$ cat src/rtl/mem_store_pkg.sv
// ============================================================================
// mem_store_pkg : shared encodings and helpers for the store-side memory unit
// Revision      : 1.0
// ============================================================================
`default_nettype none

package mem_store_pkg;

  typedef enum logic [1:0] {
    OP_SW  = 2'b00,
    OP_SB  = 2'b01,
    OP_SH  = 2'b10,
    OP_RSV = 2'b11
  } op_e;

  typedef enum logic [2:0] {
    IDLE  = 3'd0,
    READ  = 3'd1,
    WRITE = 3'd2,
    DONE  = 3'd3,
    ERR   = 3'd4
  } state_e;

  // Reserved opcodes are rejected the same way as a misaligned access.
  function automatic logic is_misaligned(input op_e op, input logic [1:0] offset);
    logic bad;
    bad = 1'b0;
    case (op)
      OP_SW:   bad = (offset != 2'b00);
      OP_SB:   bad = 1'b0;
      OP_SH:   bad = offset[0];
      default: bad = 1'b1;
    endcase
    return bad;
  endfunction

endpackage

`default_nettype wire

$ cat src/rtl/mem_store_byte_merge.sv
// ============================================================================
// byte_merge : replaces the addressed byte/halfword lane of a word
// Revision   : 1.0
// ============================================================================
`default_nettype none

module byte_merge
  import mem_store_pkg::*;
#(
  parameter bit BIG_ENDIAN = 1'b1
) (
  input  logic [31:0] old_word,
  input  logic [31:0] new_data,
  input  op_e         op,
  input  logic [1:0]  offset,
  output logic [31:0] merged
);

  logic [1:0] lane;
  logic       half;

  // Big-endian places offset 0 in the most significant lane.
  always_comb begin
    lane = BIG_ENDIAN ? ~offset    : offset;
    half = BIG_ENDIAN ? ~offset[1] : offset[1];
  end

  always_comb begin
    merged = old_word;
    case (op)
      OP_SW:   merged = new_data;
      OP_SB:   merged[{lane, 3'b000} +: 8] = new_data[7:0];
      OP_SH:   merged[{half, 4'b0000} +: 16] = new_data[15:0];
      default: merged = old_word;
    endcase
  end

endmodule

`default_nettype wire

$ cat src/rtl/mem_store_unit.sv
// ============================================================================
// mem_store_unit : SW/SH/SB store unit with read-modify-write for sub-words
// Revision       : 1.0
// ============================================================================
`default_nettype none

module mem_store_unit
  import mem_store_pkg::*;
#(
  parameter bit BIG_ENDIAN = 1'b1
) (
  input  logic        clk,
  input  logic        reset,
  input  logic        start,
  input  logic [1:0]  op,
  input  logic [31:0] addr,
  input  logic [31:0] wdata,
  output logic        busy,
  output logic        done,
  output logic        err,
  output logic [31:0] mem_addr,
  output logic        mem_we,
  output logic [31:0] mem_wd,
  input  logic [31:0] mem_rd
);

  state_e      state, state_n;
  op_e         op_q;
  logic [31:0] addr_q;
  logic [31:0] wdata_q;
  logic [31:0] merge_q;
  logic [31:0] merged;
  logic        accept;

  assign accept = (state == IDLE) && start;

  always_ff @(posedge clk or posedge reset) begin
    if (reset) state <= IDLE;
    else       state <= state_n;
  end

  always_comb begin
    state_n = state;
    case (state)
      IDLE: begin
        if (start) begin
          if (is_misaligned(op_e'(op), addr[1:0])) state_n = ERR;
          else if (op_e'(op) == OP_SW)             state_n = WRITE;
          else                                     state_n = READ;
        end
      end
      READ:    state_n = WRITE;
      WRITE:   state_n = DONE;
      DONE:    state_n = IDLE;
      ERR:     state_n = IDLE;
      default: state_n = IDLE;
    endcase
  end

  always_ff @(posedge clk or posedge reset) begin
    if (reset) begin
      op_q    <= OP_SW;
      addr_q  <= '0;
      wdata_q <= '0;
      merge_q <= '0;
    end else begin
      if (accept) begin
        op_q    <= op_e'(op);
        addr_q  <= addr;
        wdata_q <= wdata;
      end
      if (state == READ) merge_q <= mem_rd;
    end
  end

  // Only registered values feed the merge, so mem_wd is steady across WRITE.
  byte_merge #(
    .BIG_ENDIAN(BIG_ENDIAN)
  ) u_merge (
    .old_word (merge_q),
    .new_data (wdata_q),
    .op       (op_q),
    .offset   (addr_q[1:0]),
    .merged   (merged)
  );

  assign busy     = (state != IDLE);
  assign done     = (state == DONE) || (state == ERR);
  assign err      = (state == ERR);
  assign mem_we   = (state == WRITE);
  assign mem_addr = {addr_q[31:2], 2'b00};
  assign mem_wd   = merged;

endmodule

`default_nettype wire

$ cat config.mk
export PLATFORM = sky130hd
export DESIGN_NAME = mem_store_unit
export DESIGN_NICKNAME = d
export VERILOG_FILES = /design/src/rtl/mem_store_pkg.sv /design/src/rtl/mem_store_byte_merge.sv /design/src/rtl/mem_store_unit.sv
export SDC_FILE = /design/constraint.sdc
export NUM_CORES = 1
export LEC_CHECK = 0
export ABC_AREA = 1
export CAP_MARGIN = 20
export CORE_UTILIZATION = 45
export CTS_CLUSTER_SIZE = 16
export DETAILED_ROUTE_END_ITERATION = 8
export PLACE_DENSITY = 0.85
export SYNTH_ARGS = -nofsm -noshare
export SYNTH_HDL_FRONTEND = slang
export SYNTH_SLANG_ARGS = --single-unit
$ cat constraint.sdc
create_clock -name clk -period 4.3 [get_ports clk]
set_input_delay 0.645 -clock clk [delete_from_list [all_inputs] [get_ports clk]]
set_output_delay 0.645 -clock clk [all_outputs]
set_load 0.02 [all_outputs]
# After elaboration in Yosys (flattened, before gate mapping)
# Cells that the tools add are included.
word_totals:
  reg_bits: 101
  latch_bits: 0
  ramBits: 0
  mem_bits_ro: 0
  inputBits: 101
  out_inout_bits: 68
  mem_count: 0
classes:
  n_addsub: 2
  mul: 0
  div: 0
  order_cmp: 0
  eq_ne: 9
  n_shift: 4
  mux: 10
  n_bitwise: 2
  reduce_logical: 7
ops:
  columns: ["cell", "count"]
  rows:
  - ["32-bit case mux with 3 select lines", 1]
  - ["32-bit bitwise mux", 2]
  - ["16-bit by 7-bit variable shift with 32-bit output (first input constant)", 1]
  - ["8-bit by 7-bit variable shift with 32-bit output (first input constant)", 1]
  - ["16-bit by 7-bit indexed part select with 32-bit output", 1]
  - ["8-bit by 7-bit indexed part select with 32-bit output", 1]
  - ["5-bit negator with 7-bit output", 2]
  - ["3-bit case mux with 3 select lines", 1]
  - ["3-bit by 2-bit == test with 1-bit output (second input constant)", 2]
  - ["3-bit 2-to-1 mux", 2]
  - ["2-bit by 1-bit == test with 1-bit output (second input constant)", 2]
  - ["2-bit == test (second input constant)", 2]
  - ["2-bit logical NOT", 2]
  - ["3-bit by 1-bit == test with 1-bit output (second input constant)", 1]
  - ["3-bit == test (second input constant)", 1]
  - ["3-bit logical NOT", 1]
  - ["1-bit case mux with 3 select lines", 1]
  - ["3-bit nonzero test", 1]
  - ["1-bit 2-to-1 mux", 2]
  - ["2-bit 2-to-1 mux", 1]
  - ["2-bit != test (second input constant)", 1]
  - ["2-bit inverter", 1]
  - ["2-bit nonzero test", 1]
  - ["1-bit logical AND", 1]
  - ["other kinds (2)", 2]

# Longest topological paths before layout
depth:
  word_depth: 7
  depth_mapped: 10
  ltp_nobuf: 9

# By module
# A second synthesis with hierarchy kept.
hier_totals:
  hier_cells: 723
  area_unflattened_um2: 5449.0
modules_own_cells:
  columns: ["mod", "instances", "cells_per_inst", "area_each_um2", "seq_area_each_um2"]
  rows:
  - ["mem_store_unit", 1, 483, 4352.9, 2527.4]
  - ["byte_merge", 1, 240, 1096.1, 0.0]

# Least setup slack after synthesis
# OpenSTA, ideal clock, no wires.
synth_timing:
  kind: "register to output"
  from: "register addr_q[1]"
  to: "output mem_wd[31]"
  arrival_time_ps: 1958
  path_slack_ps: 1697
  path_stages_with_launch: 11
  n_path_buf: 1
  cell_sequence: "dfrtp_1 inv_1 clkbuf_1 ha_1 inv_1 nand2_1 nor2_1 nand2_1 o21ai_0 nand2_1 nand2_1"
synth_between:
  elab_chain_len: 5
synth_lines:
  columns: ["element", "line_no", "rtl"]
  rows:
  - ["from (decl)", "mem_store_unit.sv:29", "logic [31:0] addr_q;"]
  - ["from (signal assigned)", "mem_store_unit.sv:69", "addr_q <= addr;"]
  - ["1-bit inverter or 2-bit inverter (tied branches)", "mem_store_byte_merge.sv:25, mem_store_byte_merge.sv:24", null]
  - ["5-bit negator with 7-bit output, on equally long branches", "mem_store_byte_merge.sv:33, mem_store_byte_merge.sv:32", null]
  - ["16-bit by 7-bit indexed part select with 32-bit output (tied with other cells)", "mem_store_byte_merge.sv:33", "OP_SH: merged[{half, 4'b0000} +: 16] = new_data[15:0];"]
  - ["32-bit bitwise mux, on equally long branches", "mem_store_byte_merge.sv:33, mem_store_byte_merge.sv:32", null]
  - ["32-bit case mux with 3 select lines *", "mem_store_byte_merge.sv:30", "case (op)"]
  - ["to (decl)", "mem_store_unit.sv:23", "output logic [31:0] mem_wd,"]
# Every way passes the cells marked *; elsewhere a longest branch is shown, timed or not.

# Final worst setup path
layout_timing:
  from: "register addr_q[0]"
  to: "output mem_wd[31]"
layout_between:
  elab_chain_len: 5
layout_lines:
  columns: ["element", "line_no", "rtl"]
  rows:
  - ["2-bit inverter *", "mem_store_byte_merge.sv:24", "lane = BIG_ENDIAN ? ~offset : offset;"]
  - ["5-bit negator with 7-bit output *", "mem_store_byte_merge.sv:32", "OP_SB: merged[{lane, 3'b000} +: 8] = new_data[7:0];"]
  - ["8-bit by 7-bit indexed part select with 32-bit output or 8-bit by 7-bit variable shift with 32-bit output (tied branches)", "mem_store_byte_merge.sv:32", null]
  - ["32-bit bitwise mux *", "mem_store_byte_merge.sv:32", null]
  - ["32-bit case mux with 3 select lines *", "mem_store_byte_merge.sv:30", null]
# Marked as above.

==> metrics.yaml <==
wl_per_cell_um: 14.1
io_pins: 169
die_area_sq_um: 13000
design_area_sq_um: 7460
ant_nets: 0
power.leakage_nw: 3.76
num_rows: 40
required_ns: 3.65
chipHeight_um: 114
hold_path_end: "addr_q[21]"
maxCapViolations: 0
fill_cells: 1138
worst_skew_pair.late_latency_ns: 0.35
grt_max_degree: 59
synth_xor_area_share_pct: 0
slew_headroom_pct: 48.8
core-area_sq_um: 12100
synth_top_area_cell: "dfrtp_1"
synth-adder-area-share_pct: 1.11
pre_cts_slack_ns: 0.837
tns_ns: 0
gp_congestion: 0.926
antenna_found_initial: 1
synthTopCellsByArea: "dfrtp_1, nand2_1, buf_4"
synth_common_cells: "nand2_1, dfrtp_1, nand3_1"
grt_pass1_wl_mm: 25.2
tritoncts: "yes"
syn_area_sq_um: 5640
clock_path_buffers: 2
skew_ns: 0.00462
cts_htree_levels: 3
outcome: "complete, no violations"
endpoint_kind: "primary output"
synth-async-reset-ratio_pct: 100
rsz0062_at_grt: "false"
wl_mm: 15.3
clk_pin_slew_ns: 0.07
io_buffer_count: 166
synth.area.mux_share_pct: 0
multi_input_area_sq_um: 2470
hold_class: "flip-flop to flip-flop"
synth_compound_area_share_pct: 8.78
arrival_ns: 3.22
yosysSeqAreaShare_pct: 44.8
hp-start: "addr_q[21]"
drive_gt1_share_pct: 4.27
synth.distinct_cells: 24
r2r_start: "state[0]"
post_cts_buffers: 0
register_area_sq_um: 2530
n_antenna_cell: 0
vias: 5418
worstRegToRegCells: 8
synthSimpleGateAreaFrac_pct: 33.7
period_needed_ns: 3.87
setup_violations: 0
drtIter0Drc: 357
clock-sinks: 101
fmax_ghz: 0.259
crit_type: "flip-flop to primary output"
netlist.area_leader.share_pct: 44.8
path_max_fanout: 20
worst_slew_pin_slew_ns: 0.768
ff2ff_setup_slack_ns: 1.91
slew_violations: 0
finalHoldViolCount: 0
nets: 1015
numCtsBuffers: 9
yosysMostFrequentCell: "nand2_1"
holdPathStages: 2
dp_hpwl_mm: 10.9
synth_top_family_by_area: "simple AND/OR/NAND/NOR gates"
grtUsageTotal_pct: 24.8
powerDensity_nw_per_um2: 839
grt.overflow.total: 0
cts_resized: 0
placed_area_sq_um: 7130
initial_core_util_pct: 46.6
ys_warn_count: 0
ys_seq_elements: 101
area_delta_synth_final_pct: 32.3
ctsHoldBuffers: 0
synth_ff_type: "dfrtp_1"
dr.pass1.iters: 5
vias_per_cell: 5.01
critPathLaunchType: "flip-flop"
cts_root_buf: "clkbuf_16"
syn_avg_cell_area_sq_um: 7.12
synth_edf_count: 0
grt_pass1_vias: 5048
drc_errors: 0
rr_endpoint: "wdata_q[8]"
die_w_um: 114
fin_crit_sh_pct: 89.9
netlist_instances: 792
layout_setup_ws_ns: 0.434
ir_drop_uv: 447
p_total_mw: 6.26
## routing by layer
layer | part of all wire, % | track usage, % | vias up
met1 | 42 | 31.3 | 2467
met4 | 1.3 | 6.06 | 2
met3 | 9.9 | 9.72 | 16
met2 | 46 | 40.1 | 232
li1 | - | - | 2701
met5 | 0.092 | 0 | -
## final cells by class
cell class	instances	area share [%]
Clock buffer	11	3.25
Tap cell	168	2.82
Multi-Input combinational cell	566	33.0
Inverter	56	2.85
Timing Repair Buffer	175	23.4
Sequential cell	101	33.9
Clock inverter	5	0.805
## worst max-delay path by stage
stage | startpoint | to | slack [ns] | depth (start not counted)
after global placement | addr_q[0] | mem_wd[31] | 0.91 | 10
after floorplan | reset | addr_q[0] | 1.01 | 1
final | addr_q[0] | mem_wd[31] | 0.43 | 10
after detailed placement | addr_q[0] | mem_wd[31] | 0.84 | 10
after global routing | addr_q[0] | mem_wd[31] | 0.16 | 10
after CTS | addr_q[0] | mem_wd[31] | 0.46 | 10
## sequential cells by signal (all words and copies together) (netlist names)
register  flops
wdata_q      32
state         3
merge_q      32
addr_q       32
op_q          2
## power by group
group	total [mW]	internal [mW]	switching [mW]
Combinational	3.61	1.47	2.14
Sequential	1.82	1.41	0.405
Clock	0.829	0.468	0.360
Total	6.26	3.35	2.91
## critical path, cell delays in order, from the launching register on
cell             delay, ns
dfrtp_1               0.72
inv_1                 0.18
ha_1                  0.33
inv_1                 0.10
nand2_1               0.06
nor2_1                0.43
nand2_1               0.10
o21ai_0               0.16
nand2_1               0.07
nand2_1               0.11
clkdlybuf4s50_1       0.61
## placed cells by master, fill, tap and decap left out
cell,Yosys,routed
nor2_4,1,1
inv_2,4,4
conb_1,1,2
nand3_2,1,1
bufinv_16,0,1
buf_4,36,8
nand2_2,4,4
buf_2,23,1
clkinv_4,0,2
a22oi_1,16,16
buf_16,0,1
clkbuf_8,0,1
nor2_1,37,37
clkinv_2,0,1
nand2_1,355,355
nand4_1,16,16
a21oi_2,1,1
clkbuf_1,6,1
o21ai_0,35,35
ha_1,5,5
clkinvlp_4,0,1
clkbuf_16,0,9
nand3_1,54,54
nor2_2,2,2
o211a_1,1,1
dfrtp_1,101,101
inv_4,0,1
clkdlybuf4s50_1,0,165
inv_1,52,51
a21oi_1,35,35
o22ai_1,1,1
## cell families after synthesis
family | after synthesis
other | 1
AND/OR/NAND/NOR | 470
buffers and inverters | 126
adder cells (fa/ha/maj) | 5
AO/OA/AOI/OAI | 89
flip-flops | 101
## metrics by stage
step	cells	hold WS [ns]	util (%)
finish	1082	0.470	61.6
global placement	1065	0.454	58.9
global route	1082	0.492	61.6
detailed placement	1065	0.458	58.9
CTS	1081	0.475	61.4
floorplan	793	0.442	-
(Power assumes the default switching activity.)
